<file path="src/rtl/ram_port_arbiter.sv">
// rtl/ram_port_arbiter.sv - two-port round-robin arbiter and access sequencer for a single-port RAM
module ram_port_arbiter #(
    parameter int ADDR_WIDTH     = 8,
    parameter int DATA_WIDTH     = 32,
    parameter int TIMEOUT_CYCLES = 16
) (
    input  logic                  clk,
    input  logic                  rstn,

    input  logic                  a_req_valid,
    input  logic                  a_req_wr_rd,
    input  logic [ADDR_WIDTH-1:0] a_req_addr,
    input  logic [DATA_WIDTH-1:0] a_req_wdata,
    output logic                  a_req_ready,
    output logic                  a_rsp_valid,
    output logic [DATA_WIDTH-1:0] a_rsp_rdata,
    output logic                  a_rsp_error,

    input  logic                  b_req_valid,
    input  logic                  b_req_wr_rd,
    input  logic [ADDR_WIDTH-1:0] b_req_addr,
    input  logic [DATA_WIDTH-1:0] b_req_wdata,
    output logic                  b_req_ready,
    output logic                  b_rsp_valid,
    output logic [DATA_WIDTH-1:0] b_rsp_rdata,
    output logic                  b_rsp_error,

    output logic                  mem_en,
    output logic                  mem_wr_rd,
    output logic [ADDR_WIDTH-1:0] mem_addr,
    output logic [DATA_WIDTH-1:0] mem_din,
    output logic                  mem_valid,
    input  logic [DATA_WIDTH-1:0] mem_dout,
    input  logic                  mem_ready,
    input  logic                  mem_error
);

    localparam int CNT_W = $clog2(TIMEOUT_CYCLES + 1);

    typedef enum logic [1:0] {
        ST_IDLE = 2'd0,
        ST_BUSY = 2'd1,
        ST_RESP = 2'd2
    } state_t;

    state_t                  state;
    state_t                  state_nxt;

    // last_grant_b: 1 when B owned the previous transaction (reset value so A wins the first tie)
    logic                    last_grant_b;
    // owner_b: 1 when the transaction in flight belongs to port B
    logic                    owner_b;
    logic                    txn_wr;
    logic [ADDR_WIDTH-1:0]   txn_addr;
    logic [DATA_WIDTH-1:0]   txn_wdata;
    logic [CNT_W-1:0]        busy_cnt;
    logic [DATA_WIDTH-1:0]   rsp_rdata_q;
    logic                    rsp_error_q;

    logic                    pick_a;
    logic                    pick_b;
    logic                    accept;
    logic                    timeout_hit;

    // Round-robin choice: a lone requester always wins, a tie goes to the port that did not win last
    always_comb begin
        pick_a      = a_req_valid & (~b_req_valid | last_grant_b);
        pick_b      = b_req_valid & (~a_req_valid | ~last_grant_b);
        accept      = (state == ST_IDLE) & (pick_a | pick_b) & rstn;
        timeout_hit = (busy_cnt == CNT_W'(TIMEOUT_CYCLES - 1));
    end

    // Next-state and request handshake; ready is gated by rstn so nothing is accepted while reset is held
    always_comb begin
        state_nxt   = state;
        a_req_ready = 1'b0;
        b_req_ready = 1'b0;
        case (state)
            ST_IDLE: begin
                a_req_ready = pick_a & rstn;
                b_req_ready = pick_b & rstn;
                if (pick_a | pick_b) begin
                    state_nxt = ST_BUSY;
                end
            end
            ST_BUSY: begin
                if (mem_ready | timeout_hit) begin
                    state_nxt = ST_RESP;
                end
            end
            ST_RESP: begin
                state_nxt = ST_IDLE;
            end
            default: begin
                state_nxt = ST_IDLE;
            end
        endcase
    end

    // State register; reset aborts any transaction in flight immediately
    always_ff @(posedge clk or negedge rstn) begin
        if (!rstn) begin
            state <= ST_IDLE;
        end else begin
            state <= state_nxt;
        end
    end

    // Capture the granted request and remember who won for the next tie
    always_ff @(posedge clk or negedge rstn) begin
        if (!rstn) begin
            last_grant_b <= 1'b1;
            owner_b      <= 1'b0;
            txn_wr       <= 1'b0;
            txn_addr     <= '0;
            txn_wdata    <= '0;
        end else if (accept) begin
            last_grant_b <= ~pick_a;
            owner_b      <= ~pick_a;
            txn_wr       <= pick_a ? a_req_wr_rd : b_req_wr_rd;
            txn_addr     <= pick_a ? a_req_addr  : b_req_addr;
            txn_wdata    <= pick_a ? a_req_wdata : b_req_wdata;
        end
    end

    // Watchdog counter counts BUSY cycles and clears whenever BUSY is left
    always_ff @(posedge clk or negedge rstn) begin
        if (!rstn) begin
            busy_cnt <= '0;
        end else if (state == ST_BUSY && !(mem_ready || timeout_hit)) begin
            busy_cnt <= busy_cnt + 1'b1;
        end else begin
            busy_cnt <= '0;
        end
    end

    // Latch the completion (or the forced timeout error) for the single response cycle
    always_ff @(posedge clk or negedge rstn) begin
        if (!rstn) begin
            rsp_rdata_q <= '0;
            rsp_error_q <= 1'b0;
        end else if (state == ST_BUSY) begin
            if (mem_ready) begin
                rsp_rdata_q <= txn_wr ? '0 : mem_dout;
                rsp_error_q <= mem_error;
            end else if (timeout_hit) begin
                rsp_rdata_q <= '0;
                rsp_error_q <= 1'b1;
            end
        end
    end

    // RAM request bus is live only in BUSY and is zero otherwise
    always_comb begin
        mem_en    = (state == ST_BUSY);
        mem_valid = (state == ST_BUSY);
        mem_wr_rd = (state == ST_BUSY) & txn_wr;
        mem_addr  = (state == ST_BUSY) ? txn_addr  : '0;
        mem_din   = (state == ST_BUSY) ? txn_wdata : '0;
    end

    // Response is steered to the owning port; the other port sees zeros
    always_comb begin
        a_rsp_valid = (state == ST_RESP) & ~owner_b;
        b_rsp_valid = (state == ST_RESP) &  owner_b;
        a_rsp_rdata = a_rsp_valid ? rsp_rdata_q : '0;
        b_rsp_rdata = b_rsp_valid ? rsp_rdata_q : '0;
        a_rsp_error = a_rsp_valid & rsp_error_q;
        b_rsp_error = b_rsp_valid & rsp_error_q;
    end

endmodule

</file>
<file path="config.mk">
export PLATFORM = sky130hd
export DESIGN_NAME = ram_port_arbiter
export DESIGN_NICKNAME = d
export VERILOG_FILES = /design/src/rtl/ram_port_arbiter.sv
export SDC_FILE = /design/constraint.sdc
export NUM_CORES = 1
export LEC_CHECK = 0
export ABC_CLOCK_PERIOD_IN_PS = 1600
export CAP_MARGIN = 20
export CORE_UTILIZATION = 56
export CTS_CLUSTER_SIZE = 28
export DETAILED_ROUTE_END_ITERATION = 10
export DONT_BUFFER_PORTS = 1
export HOLD_SLACK_MARGIN = 0.12
export PLACE_DENSITY = 0.73
export SLEW_MARGIN = 15
export SYNTH_ARGS = -nofsm -noshare
export SYNTH_HDL_FRONTEND = slang
export SYNTH_SLANG_ARGS = --single-unit
</file>
<file path="constraint.sdc">
create_clock -name clk -period 1.6 [get_ports clk]
set_input_delay 0.16 -clock clk [delete_from_list [all_inputs] [get_ports clk]]
set_output_delay 0.16 -clock clk [all_outputs]
set_load 0.01 [all_outputs]
</file>
==> summary.txt, run 1 <==
Placement
  – Routability congestion estimate: slightly below 0.8
  – HPWL Detailed: around 6800 um
  – Port Buffers: 0

Yosys
  – Yosys cell types: 32
  – Synth top area cells: dfrtp_1 (47%), and2_1 (15%), o221a_1 (10%)
  – Syn Inst Count: roughly 450
  – Mapped Nets: approximately 570
  – Synth area leader: dfrtp_1
  – Synth top area share: 0.471
  – #FFs+latches synth: 83
  – Synth warn: 0
  – Synthesized area: 4350 um2
  – Syn_area_per_cell: between 9 and 10 um2
  – Sequential fraction of the synthesis area: 0.477

Clock network
  – CTS resizes: 63
  – Postcts setup bufs: 3
  – Hold-fix buffers, CTS: 110
  – Clk root buf: clkbuf_8
  – Total clock buffers created by CTS: 9
  – Htree depth: 3
  – Clk buf depth: 2
  – TritonCTS Sinks: between 80 and 90

Floorplan
  – Die Width: between 90 and 100 um
  – Die height: between 90 and 100 um
  – Initial core utilization: 0.591
  – Num ports: between 200 and 250
  – Std cell rows: 31

Run status
  – Run Error: [ERROR RSZ-0060] Max buffer count reached.
  – Failed at: clock tree synthesis
  – Status: did not finish
[cells by family after synthesis]
kind of cell	after synthesis	share of synthesized area
simple gates	203	0.276
compound gates	109	0.188
flops	83	0.477
buf+inv	46	0.0489
xor+xnor	2	0.00402
fa+ha+maj	2	0.00575
[cells in the mapped netlist, drive strengths merged]
cell type and n:
inv 5, nand4bb 1, dfrtp 82, dfstp 1, nand2b 1, and2b 1, o21ai 65, o31ai 1
nand3 2, nor2 7, clkbuf 31, buf 10, and3 2, xor2 1, and2 107, nor3b 2
o32a 1, nand2 36, o221a 41, ha 2, nor2b 2, and3b 1, or3 41, a22o 1
xnor2 1
[per-stage QoR]
step / instances / hold slack, ps / utilization / cell area [um2] / setup slack [ps]
3_5_place_dp: 522 / -135 / 0.613 / 4520 / 0.137
3_3_place_gp: 522 / -134 / 0.613 / 4520 / 38.4
2_1_floorplan: 445 / -136 / - / 4360 / 58.3
==> run 2, diff against run 1 <==
==> config.mk (replaced) <==
export PLATFORM = sky130hd
export DESIGN_NAME = ram_port_arbiter
export DESIGN_NICKNAME = d
export VERILOG_FILES = /design/src/rtl/ram_port_arbiter.sv
export SDC_FILE = /design/constraint.sdc
export NUM_CORES = 1
export LEC_CHECK = 0
export ABC_CLOCK_PERIOD_IN_PS = 2100
export CAP_MARGIN = 20
export CORE_UTILIZATION = 40
export DETAILED_ROUTE_END_ITERATION = 10
export DONT_BUFFER_PORTS = 1
export PLACE_DENSITY_LB_ADDON = 0.15
export SLEW_MARGIN = 15
export SYNTH_ARGS = -nofsm -noshare
export SYNTH_HDL_FRONTEND = slang
export SYNTH_SLANG_ARGS = --single-unit
==> constraint.sdc (replaced) <==
create_clock -name clk -period 2.1 [get_ports clk]
set_input_delay 0.21 -clock clk [delete_from_list [all_inputs] [get_ports clk]]
set_output_delay 0.21 -clock clk [all_outputs]
set_load 0.01 [all_outputs]
==> summary.txt, run 2 <==
Finish
  – Commonest non-fill, non-tap cells in the layout: and2_1 (107), dfrtp_1 (82), or3_1 (41)
  – Largest regs: rsp_rdata_q x32, txn_wdata x32, txn_addr x8
  – Layout cells sized above 1: 0.0878
  – Area grow syn2layout: 15.1%
  – Finished Cell Area: 5010 um2
  – Antenna diodes: 0
  – Commonest non-fill, non-tap cell in the layout: and2_1
  – Number of nets in the layout: roughly 580

Floorplan
  – Initial core utilization: 0.418
  – Num ports: about 230
  – Die Width: between 100 and 150 um
  – Core Box Area: around 10000 um2
  – Die height: about 110 um
  – Std cell rows: 37
  – Die area: ~11000 um2

Yosys
  – Most common flop cell mapped by yosys: dfrtp_1
  – Post-synthesis adder-cell area fraction: 0.00575
  – Simple-gate portion of the synthesized area: 0.276
  – Mapped Nets: ~570
  – Synth top area cells: dfrtp_1 (47%), and2_1 (15%), o221a_1 (10%)
  – Synth Area in XOR/XNOR: 0.00402
  – Most common library cells after synthesis: and2_1 (107), dfrtp_1 (82), or3_1 (41)
  – Synth warn: 0
  – Largest family of logic cells by synthesized area: simple AND/OR/NAND/NOR gates
  – Top-count cell post-synth: and2_1
  – EDFF count, synth: 0
  – Yosys cell types: 32
  – Sequential fraction of the synthesis area: 0.477
  – Syn_area_per_cell: 9.78 um2
  – Mux share of post-synthesis cell area: 0
  – Synth top area share: 0.471
  – #FFs+latches synth: 83
  – Synth area leader: dfrtp_1
  – Synth Area in Compound Gates: 0.188
  – Syn Inst Count: between 400 and 500
  – Post-synth ARST share: 1.00
  – Synthesized area: 4350 um2

Timing
  – F_max: around 530 MHz
  – Worst rel slew slack: 0.737
  – Final setup vio count: 0
  – Period utilization: 0.904
  – Fin. max-slew vios: 0
  – Final hold slack: -456 ps
  – Hold Vio Cnt, Final: 83
  – Post-Route Skew: roughly 15 ps
  – Minimum clock period: approximately 1900 ps
  – Unrepaired setup endpoints after global routing: false
  – Final TNS setup: 0 ps
  – Slew @ Worst Pin: about 390 ps

Clock network
  – Total clock buffers created by CTS: 9
  – Clk buf depth: 2
  – CTS tree: done
  – Clk Latency, worst-skew pair: around 360 ps
  – Postcts setup bufs: 0
  – Clk root buf: clkbuf_8
  – Htree depth: 3
  – Hold-fix buffers, CTS: 33
  – TritonCTS Sinks: 83
  – CTS clk-pin slew, worst paths: 90 ps

Detailed routing
  – Routed WL: approximately 11000 um
  – DR vias/cell: roughly 5.7
  – Routed vias: between 3000 and 4000
  – WL/cell: 18.2 um
  – DR iter-0 viols: roughly 180
  – DRC: 0
  – ANT nets after route: 0
  – Detailed Routing Iterations Pass 1: 4

Global routing
  – Gr usage total: 0.196
  – Vias in the first global route: roughly 3300
  – First-pass GRT wire length: ~17000 um
  – Initial antenna violation count: 0
  – Grt ovf: 0
  – Largest net degree at the start of global routing: 86

Critical path
  – Worst Setup End Kind: primary output
  – Max FO, Critical Path: 25
  – Crit path largest cell delay: between 400 and 500 ps
  – Req. time, crit path: 1890 ps
  – Startpoint types: register
  – CP delay by family, top: flip-flops
  – CP arrival: 1690 ps
  – Critical path class: reg -> out
  – CP max-delay cell: dfrtp_1
  – Crit path buf inv count: 2
  – Crit-path cells: nand2b_1 > inv_4 > buf_12 > and2_1

Run
  – # Max-Cap Violations: 0

Placement
  – HPWL Detailed: 7180 um
  – Port Buffers: 0
  – Routability congestion estimate: approximately 0.73
  – Placed inst area: around 4500 um2

Pwr
  – Maximum VDD drop: 0.000533 V
  – Leak: between 1.5 and 2 nW
  – PwrDens: roughly 1200 nW/um2

Worst hold path
  – Min-Delay Path Class: in -> async

Run status
  – Failing checks: hold timing
  – Status: finished with violations
==> run 2: cells by family after synthesis <==
family / count (synthesis)
compound gates: 109
simple gates: 203
fa+ha+maj: 2
buf+inv: 46
flops: 83
xor+xnor: 2
==> run 2: repair_timing <==
item,in CTS,in global routing
endpoints found under the setup margin,0,5
gates resized for setup,0,2
endpoints found under the hold margin,116,83
==> run 2: final timing paths <==
check	startpoint	cells past startpoint	slack [ps]	end
worst max-delay path	state[1]	4	200	mem_din[1]
worst min-delay path	rstn	0	-460	rsp_rdata_q[8]
worst max register to register	busy_cnt[0]	6	420	rsp_rdata_q[22]
worst min register to register	busy_cnt[0]	1	480	busy_cnt[0]
max in group asynchronous	rstn	0	2290	last_grant_b
min in group clk	b_req_addr[2]	1	40	txn_addr[2]
==> run 2: layer usage <==
| layer | global-route usage | vias up | part of all wire |
|---|---|---|---|
| met5 | 0 | - | 0 |
| met4 | 0.0843 | 0 | 0.018 |
| met3 | 0.0454 | 19 | 0.079 |
| met2 | 0.324 | 167 | 0.48 |
| met1 | 0.245 | 1652 | 0.42 |
| li1 | - | 1582 | - |
==> run 2: worst register-to-register path, stage by stage (launching register included) <==
cell and delay (ps):
dfrtp_1 410, ha_1 230, and3_1 180, ha_1 210
o21ai_2 200, buf_12 210, o21ai_0 120
==> run 2: area by class of cell <==
class | instances | area, um2
Clock inverter | 5 | 60.1
Multi-Input combinational cell | 316 | 2070
Timing Repair Buffer | 47 | 460
Clock buffer | 11 | 151
Tap cell | 136 | 170
Sequential cell | 83 | 2080
Fill cell | 972 | 5410
Inverter | 5 | 21.3
==> run 2: power by group <==
group	internal (mW)	switching, mW
Sequential	2.26	0.402
Combinational	0.953	1.29
Clock	0.619	0.602
==> run 2: metrics by stage <==
stage                     power [mW]   util  worst slack [ps]  instances
after CTS                       6.20  0.481              69.4        603
after floorplan                 4.36      -               439        445
after detailed placement        4.90  0.429               435        554
after global placement          4.85  0.429               496        554
final                           6.12  0.481               202        603
after global routing            6.56  0.481              97.0        603
Power figures use the tool's default switching activity.
